==> src/rtl/serial_adder.sv <==
// Bit-serial adder: one full-adder cell walks the operands LSB first, one bit per clock,
// and the finished word plus final carry are published together on a one-cycle done pulse.
module serial_adder #(
  parameter int unsigned WIDTH = 8
) (
  input  logic             clk,
  input  logic             rst_n,
  input  logic             start,
  input  logic [WIDTH-1:0] a,
  input  logic [WIDTH-1:0] b,
  input  logic             carry_in,
  output logic             busy,
  output logic             done,
  output logic [WIDTH-1:0] sum,
  output logic             carry_out
);

  localparam int unsigned CntW = $clog2(WIDTH + 1);

  typedef enum logic [1:0] {StIdle, StAdd, StDone} state_e;

  state_e           state_q, state_d;
  logic [WIDTH-1:0] a_sh_q, a_sh_d;
  logic [WIDTH-1:0] b_sh_q, b_sh_d;
  logic [WIDTH-1:0] psum_q, psum_d;
  logic [WIDTH-1:0] sum_q, sum_d;
  logic             carry_q, carry_d;
  logic             cout_q, cout_d;
  logic [CntW-1:0]  cnt_q, cnt_d;
  logic             last_bit;
  logic             load;
  logic             bit_s;
  logic             bit_c;

  assign last_bit = (cnt_q == CntW'(WIDTH - 1));
  // Start is only honoured outside ADD; DONE reloads for back-to-back adds.
  assign load     = start && (state_q != StAdd);

  always_ff @(posedge clk or negedge rst_n) begin
    if (!rst_n) begin
      state_q <= StIdle;
    end else begin
      state_q <= state_d;
    end
  end

  always_comb begin
    state_d = state_q;
    unique case (state_q)
      StIdle:  if (start) state_d = StAdd;
      StAdd:   if (last_bit) state_d = StDone;
      StDone:  state_d = start ? StAdd : StIdle;
      default: state_d = StIdle;
    endcase
  end

  always_comb begin
    busy = (state_q == StAdd);
    done = (state_q == StDone);
  end

  always_comb begin
    a_sh_d  = a_sh_q;
    b_sh_d  = b_sh_q;
    psum_d  = psum_q;
    sum_d   = sum_q;
    carry_d = carry_q;
    cout_d  = cout_q;
    cnt_d   = cnt_q;
    bit_s   = a_sh_q[0] ^ b_sh_q[0] ^ carry_q;
    bit_c   = (a_sh_q[0] & b_sh_q[0]) | (a_sh_q[0] & carry_q) | (b_sh_q[0] & carry_q);
    if (load) begin
      a_sh_d  = a;
      b_sh_d  = b;
      carry_d = carry_in;
      cnt_d   = '0;
      psum_d  = '0;
    end else if (state_q == StAdd) begin
      a_sh_d            = a_sh_q >> 1;
      b_sh_d            = b_sh_q >> 1;
      psum_d            = psum_q >> 1;
      psum_d[WIDTH-1]   = bit_s;
      carry_d           = bit_c;
      cnt_d             = cnt_q + CntW'(1);
      if (last_bit) begin
        sum_d  = psum_d;
        cout_d = bit_c;
      end
    end
  end

  always_ff @(posedge clk or negedge rst_n) begin
    if (!rst_n) begin
      a_sh_q  <= '0;
      b_sh_q  <= '0;
      psum_q  <= '0;
      sum_q   <= '0;
      carry_q <= 1'b0;
      cout_q  <= 1'b0;
      cnt_q   <= '0;
    end else begin
      a_sh_q  <= a_sh_d;
      b_sh_q  <= b_sh_d;
      psum_q  <= psum_d;
      sum_q   <= sum_d;
      carry_q <= carry_d;
      cout_q  <= cout_d;
      cnt_q   <= cnt_d;
    end
  end

  assign sum       = sum_q;
  assign carry_out = cout_q;

endmodule
==> config.mk <==
export PLATFORM = sky130hd
export DESIGN_NAME = serial_adder
export DESIGN_NICKNAME = d
export VERILOG_FILES = /design/src/rtl/serial_adder.sv
export SDC_FILE = /design/constraint.sdc
export NUM_CORES = 1
export LEC_CHECK = 0
export BUFFER_PORTS_ARGS = -buffer_cell sky130_fd_sc_hd__buf_2
export CAP_MARGIN = 20
export CORE_MARGIN = 2
export CORE_UTILIZATION = 58
export DETAILED_ROUTE_END_ITERATION = 7
export GPL_TIMING_DRIVEN = 1
export PLACE_DENSITY = 0.94
export SLEW_MARGIN = 40
export SYNTH_ARGS = -nofsm -noshare
export SYNTH_HDL_FRONTEND = slang
export SYNTH_SLANG_ARGS = --single-unit
==> constraint.sdc <==
create_clock -name clk -period 2.7 [get_ports clk]
set_input_delay 0.27 -clock clk [delete_from_list [all_inputs] [get_ports clk]]
set_output_delay 0.27 -clock clk [all_outputs]
set_load 0.05 [all_outputs]
**Word level (Yosys, flattened, before mapping)**

Index checks and enable logic that the tools add are counted.

- Reduce and logical (&&, ||, !) cells: 5
- $add $sub $neg: 1
- Equality and inequality tests: 6
- Bitwise logic cells: 8
- Muxes and demuxes: 14

Operators with widths:

| kind | count |
|---|---|
| 8-bit 2-to-1 mux | 6 |
| 4-bit 2-to-1 mux | 2 |
| 2-bit one-hot mux with 3 select lines | 1 |
| 4-bit by 1-bit adder with 4-bit output, second input constant | 1 |
| 4-bit by 3-bit == test with 1-bit output, second input constant | 1 |
| 2-bit 2-to-1 mux | 2 |
| 2-bit by 1-bit inequality test with 1-bit output, second input constant | 2 |
| 1-bit bitwise AND | 3 |
| 1-bit 2-to-1 mux | 3 |
| 3-bit AND reduction | 1 |
| 2-bit by 1-bit == test with 1-bit output, second input constant | 1 |
| 2-bit == test, second input constant | 1 |
| 2-bit logical NOT | 1 |
| 2-bit inequality test, second input constant | 1 |
| 1-bit bitwise OR | 2 |
| 2-bit AND reduction | 1 |
| 2-bit nonzero test | 1 |
| 1-bit bitwise XOR | 2 |
| 1-bit logical AND | 1 |
| 1-bit inverter | 1 |

- Flip-flop bits (word level): 40
- Bits of input ports: 20
- Word-level logic and storage cells: 42

**Depth between registers and ports, before layout**

Gate-level depths: netlist (run 1).

- Word-level depth: 5
- Mapped depth: 6

**Least setup slack after synthesis (run 1)**

Ideal clock, no wire load.

- Kind: register to output
- Start point: register state_q[1]
- End point: output port busy
- Data required time: 2.430 ns
- Arrival time: 1.362 ns
- Stages on the path, launching flop included: 5
- Slack: 1.068 ns
- Path buffers: 2
- Path through: dfrtp_1 > nand2b_1 > buf_6 > inv_1 > buf_1

- Word-level cells in the longest chain between the ends: 1

RTL lines:

| what | RTL line | RTL |
|---|---|---|
| start, declared | 22 | `state_e state_q, state_d;` |
| start signal, assigned | 41 | `state_q <= StIdle;` |
| start signal, assigned | 43 | `state_q <= state_d;` |
| 2-bit by 1-bit == test with 1-bit output | 58 | `busy = (state_q == StAdd);` |
| end, declared | 12 | `output logic busy,` |

Every way passes these cells.

**Worst setup path in the final report (run 1)**

Same ends and word-level chain as after synthesis.

==> results_dict.tcl, run 1 <==
set metrics [dict create \
    rsz0062_at_grt "no" \
    antenna_found_initial 0 \
    synth_cell_types 18 \
    initial_core_util 0.6062 \
    top_usage_layer "met2" \
    met1_usage 0.2698 \
    synth-seq-cells 39 \
    cts_hold_buffers 0 \
    wl_per_cell_um 14.63 \
    grt_pass1_vias 1223 \
    synth_nets 171 \
    synth-async-reset-ratio 1.000 \
    grt.overflow.total 0 \
    leakagePower_nw 0.9352 \
    finalPower_mw 2.184 \
    synth_top_cell_area_share 0.5838 \
    max-vdd-ir-drop_v 0.0008453 \
    root_buffer "clkbuf_4" \
    grt_start_max_net_pins 40 \
    grtUsageMet3 0.06473 \
    firstDrtPassIters 4 \
    fin_setup_tns_ns 0 \
    post_cts_buffers 0 \
    final_area_mm2 0.001901 \
    yosysWarnings 0 \
    drv_slew 0 \
    setup_ws_ns 0.6579 \
    synth_area_leaders "dfrtp_1, mux2i_1, o21ai_0" \
    period_minus_slack_ns 2.042 \
    setup_viol_count_final 0 \
    dp_slack_ns 1.018 \
    port_buffers 30 \
    grtUsageTotal 0.2205 \
    final_cells 211 \
    fmax_mhz 489.7 \
    postSynthAreaPerCell_um2 11.22 \
    dieArea_mm2 0.003328 \
    drive_above_1_share 0.2778 \
    required_ns 2.43 \
    drc_errors 0 \
    tightest_slew_ns 0.5394 \
    arrival_ns 1.77 \
    crit_type "reg -> out" \
    power_density_mw_per_mm2 1149 \
    die_y_um 57.69 \
    synthFlopType "dfrtp_1" \
    areaGrowthSynthToFinish_pct 13.70 \
    core_mm2 0.002758 \
    regArea_um2 975.9 \
    outcome "finished, final reports clean" \
    clock_sinks 39 \
    finalCritPeriodShare 0.7563 \
    dp_hpwl_um 2161 \
    tritoncts "done" \
    vias 1157 \
    worst_clock_skew_ns 0.01187 \
    netlist_area_mm2 0.001672 \
    cts_buffers 5 \
    clockBufferDepth 2 \
    ant_nets 0 \
    yosysSeqAreaShare 0.5838 \
    critPathLaunchType "flip-flop" \
    drtIter0Drc 16 \
    place_inst 203 \
    rows 19 \
    end_kind "primary output" \
    drt_wl_total_um 3087 \
    insertion_delay_ns 0.35 \
    placed_area_mm2 0.001832 \
    synthCells 149 \
    met2_usage 0.3604 \
    synth-edff-count 0 \
    fin_util 0.6892 \
    fill_cells 197 \
    cts_max_level 2 \
    vias_per_cell 5.483 \
    io_pins 31 \
    die-width_um 57.69 \
    multi_input_area_um2 644.4 \
    hold_slack_ns 0.1535 \
    maxCapViolCount 0 \
    clk_pin_slew_ns 0.12 \
    antenna_cells 0 \
    cts_resized 0 \
    hold_path_class "in -> reg" \
    hold_viol 0 \
    slew_headroom 0.6404 \
    place_congestion 0.7821 \
    finalNetCount 202 \
    cp_max_fo 19 \
    synth_area_leader_cell "dfrtp_1" \
    grt_pass1_wl_um 5451 \
]
## placed cells by master, fill, tap and decap left out, types with 2 or more instances in the layout
cell type	synthesis	routed
dfrtp_1	39	39
nand2_1	33	33
buf_2	2	29
o21ai_0	27	27
mux2i_1	18	18
mux2_2	10	10
clkbuf_4	0	5
nand3_1	3	3
buf_4	0	3
inv_1	2	2
nor2_1	2	2
## worst paths after layout
check / slack [ns] / startpoint / depth (start not counted) / end
worst max-delay path: 0.66 / state_q[1] / 3 / busy
worst min-delay path: 0.15 / b[7] / 3 / b_sh_q[7]
worst max register to register: 1.03 / cnt_q[0] / 4 / sum[7]
worst min register to register: 0.49 / a_sh_q[3] / 2 / a_sh_q[2]
max in group asynchronous: 1.95 / rst_n / 2 / sum[1]
min in group asynchronous: 0.41 / rst_n / 2 / b_sh_q[7]
## synthesized netlist by cell type, types with 2 or more instances
master / n
buf_1: 2
buf_2: 2
clkbuf_1: 4
dfrtp_1: 39
inv_1: 2
mux2_2: 10
mux2i_1: 18
nand2_1: 33
nand3_1: 3
nor2_1: 2
o21ai_0: 27
## cell type report
cell class / instances / area share
clock buffer: 6 / 0.02699
clock inverter: 1 / 0.002633
inverter: 2 / 0.003950
multi-input combinational: 99 / 0.3390
sequential: 39 / 0.5135
tap: 31 / 0.02041
timing repair buffer: 33 / 0.09348
## layer usage
metal  wire length, um  vias up
met5                 0        -
met4                65        0
met3               113        6
met2              1596       22
met1              1311      568
li1                  -      561
## kinds of logic after synthesis
logic type | after synthesis | synth area share
xor+xnor | 1 | 0.005240
simple gates | 41 | 0.1048
fa+ha+maj | 2 | 0.01946
mux | 28 | 0.1751
compound gates | 27 | 0.08084
buf+inv | 11 | 0.03069
flops | 39 | 0.5838
## critical path: stages, from the launching register on
cell and delay [ns]:
dfrtp_1 0.39, nand2b_1 0.27, inv_1 0.41, buf_2 0.35
## registers in the layout, summed over array words and instances (netlist names)
signal	cells
b_sh_q	8
a_sh_q	8
cnt_q	4
sum	8
carry_q	1
carry_out	1
state_q	2
psum_q	7
## report_power, final
part / internal (mW) / switching (mW) / leakage [nW]
sequential: 0.830 / 0.158 / 0.495
combinational: 0.291 / 0.601 / 0.406
clock: 0.121 / 0.183 / 0.0341
Power figures use the tool's default switching activity.
==> run 2, diff against run 1 <==
Settings changed: CORE_UTILIZATION 58 to 54, PLACE_DENSITY 0.94 to 0.89.
Clock period 2.7 ns to 2 ns, I/O delays scaled along.
==> results_dict.tcl, run 2 (same netlist as run 1, synthesis figures left out) <==
set metrics [dict create \
    dp_hpwl_um 2086 \
    reg2reg_depth 3 \
    drive_above_1_share 0.2896 \
    slew_headroom 0.6874 \
    setup_viol_count_final 0 \
    worst_clock_skew_ns 0.008206 \
    vias 1139 \
    tritoncts "done" \
    port_buffers 30 \
    crit_type "reg -> out" \
    critPathLaunchType "flip-flop" \
    layout_commonest_cell "dfrtp_1" \
    ant_nets 0 \
    clockBufferDepth 2 \
    max-vdd-ir-drop_v 0.0007574 \
    dieArea_mm2 0.003556 \
    clk_pin_slew_ns 0.12 \
    post_cts_buffers 0 \
    areaGrowthSynthToFinish_pct 16.24 \
    grtUsageTotal 0.2021 \
    fill_cells 242 \
    whs_endpoint "b_sh_q[7]" \
    grt_start_max_net_pins 40 \
    antenna_found_initial 0 \
    power_density_mw_per_mm2 1576 \
    cts_resized 0 \
    whs_path_depth 3 \
    rows 20 \
    grt_pass1_wl_um 5133 \
    reg2reg_slack_ns 0.37 \
    core_mm2 0.003003 \
    drtIter0Drc 38 \
    min_from "b[7]" \
    fin_setup_tns_ns 0 \
    fmax_mhz 599.0 \
    multi_input_area_um2 644.4 \
    tightest_slew_ns 0.4673 \
    cts_max_level 2 \
    maxCapViolCount 0 \
    hold_path_class "in -> reg" \
    outcome "finished, final reports clean" \
    setup_ws_ns 0.3307 \
    cts_buffers 5 \
    hold_viol 0 \
    r2r_start "state_q[1]" \
    place_congestion 0.6948 \
    io_pins 31 \
    finalCritPeriodShare 0.8347 \
    r2r_end "sum[7]" \
    cp_max_fo 7 \
    die_y_um 59.64 \
    drt_wl_total_um 2866 \
    drc_errors 0 \
    die-width_um 59.64 \
    root_buffer "clkbuf_4" \
    arrival_ns 1.47 \
    antenna_cells 0 \
    finalNetCount 204 \
    drv_slew 0 \
    grt_pass1_vias 1189 \
    vias_per_cell 5.273 \
    end_kind "primary output" \
    grt.overflow.total 0 \
    initial_core_util 0.5567 \
    dp_slack_ns 0.3758 \
    insertion_delay_ns 0.34 \
    clock_sinks 39 \
    leakagePower_nw 0.9556 \
    regArea_um2 975.9 \
    period_minus_slack_ns 1.669 \
    required_ns 1.80 \
    firstDrtPassIters 4 \
    rsz0062_at_grt "no" \
    wl_per_cell_um 13.27 \
    mostFrequentLayoutCells "dfrtp_1, nand2_1, buf_2" \
]
run 2: cell type report:
cell class | count | share of cell area
sequential | 39 | 0.5023
multi-input combinational | 99 | 0.3316
timing repair buffer | 35 | 0.09916
clock inverter | 3 | 0.02254
tap | 33 | 0.02125
clock buffer | 5 | 0.01932
inverter | 2 | 0.003863
run 2: worst max-delay path, cell delays in order (launching register included):
cell and delay [ns]:
dfrtp_1 0.39, nand2b_1 0.26, inv_1 0.18, buf_2 0.29
run 2: power breakdown:
part	leakage (nW)	internal [mW]	switching, mW
Clock	0.0452	0.263	0.256
Sequential	0.495	1.12	0.208
Combinational	0.415	0.409	0.807
Total	0.956	1.79	1.27
run 2: metrics by stage:
stage | util | cell area, um2 | total power, mW | hold WS, ns | instances
2_1_floorplan | - | 1672 | 2.253 | -0.09559 | 149
5_1_grt | 0.6471 | 1943 | 3.304 | 0.08434 | 216
4_1_cts | 0.6463 | 1941 | 3.096 | 0.09269 | 216
3_3_place_gp | 0.6158 | 1849 | 2.490 | 0.3240 | 207
6_report | 0.6471 | 1943 | 3.063 | 0.09548 | 216
3_5_place_dp | 0.6158 | 1849 | 2.576 | 0.3511 | 207
run 2: worst max path at each step:
stage	from	to	slack (ns)	cells after the start
finish	state_q[1]	busy	0.33	3
global route	state_q[1]	busy	0.24	3
CTS	state_q[1]	busy	0.30	3
detailed placement	state_q[1]	sum[3]	0.38	3
global placement	state_q[1]	sum[1]	0.45	3
floorplan	state_q[1]	a_sh_q[1]	0.38	6
run 2: routing by layer:
metal | vias up | global-route usage | routed length, um
li1 | 568 | - | -
met1 | 542 | 0.2453 | 1262
met2 | 25 | 0.3187 | 1428
met3 | 4 | 0.06332 | 121
met4 | 0 | 0.1143 | 53
met5 | - | 0 | 0
run 2: timing repair:
action | 4_1_cts | 5_1_grt
endpoints found under the hold margin | 39 | 0
hold buffers | 1 | 0
endpoints found under the setup margin | 0 | 0
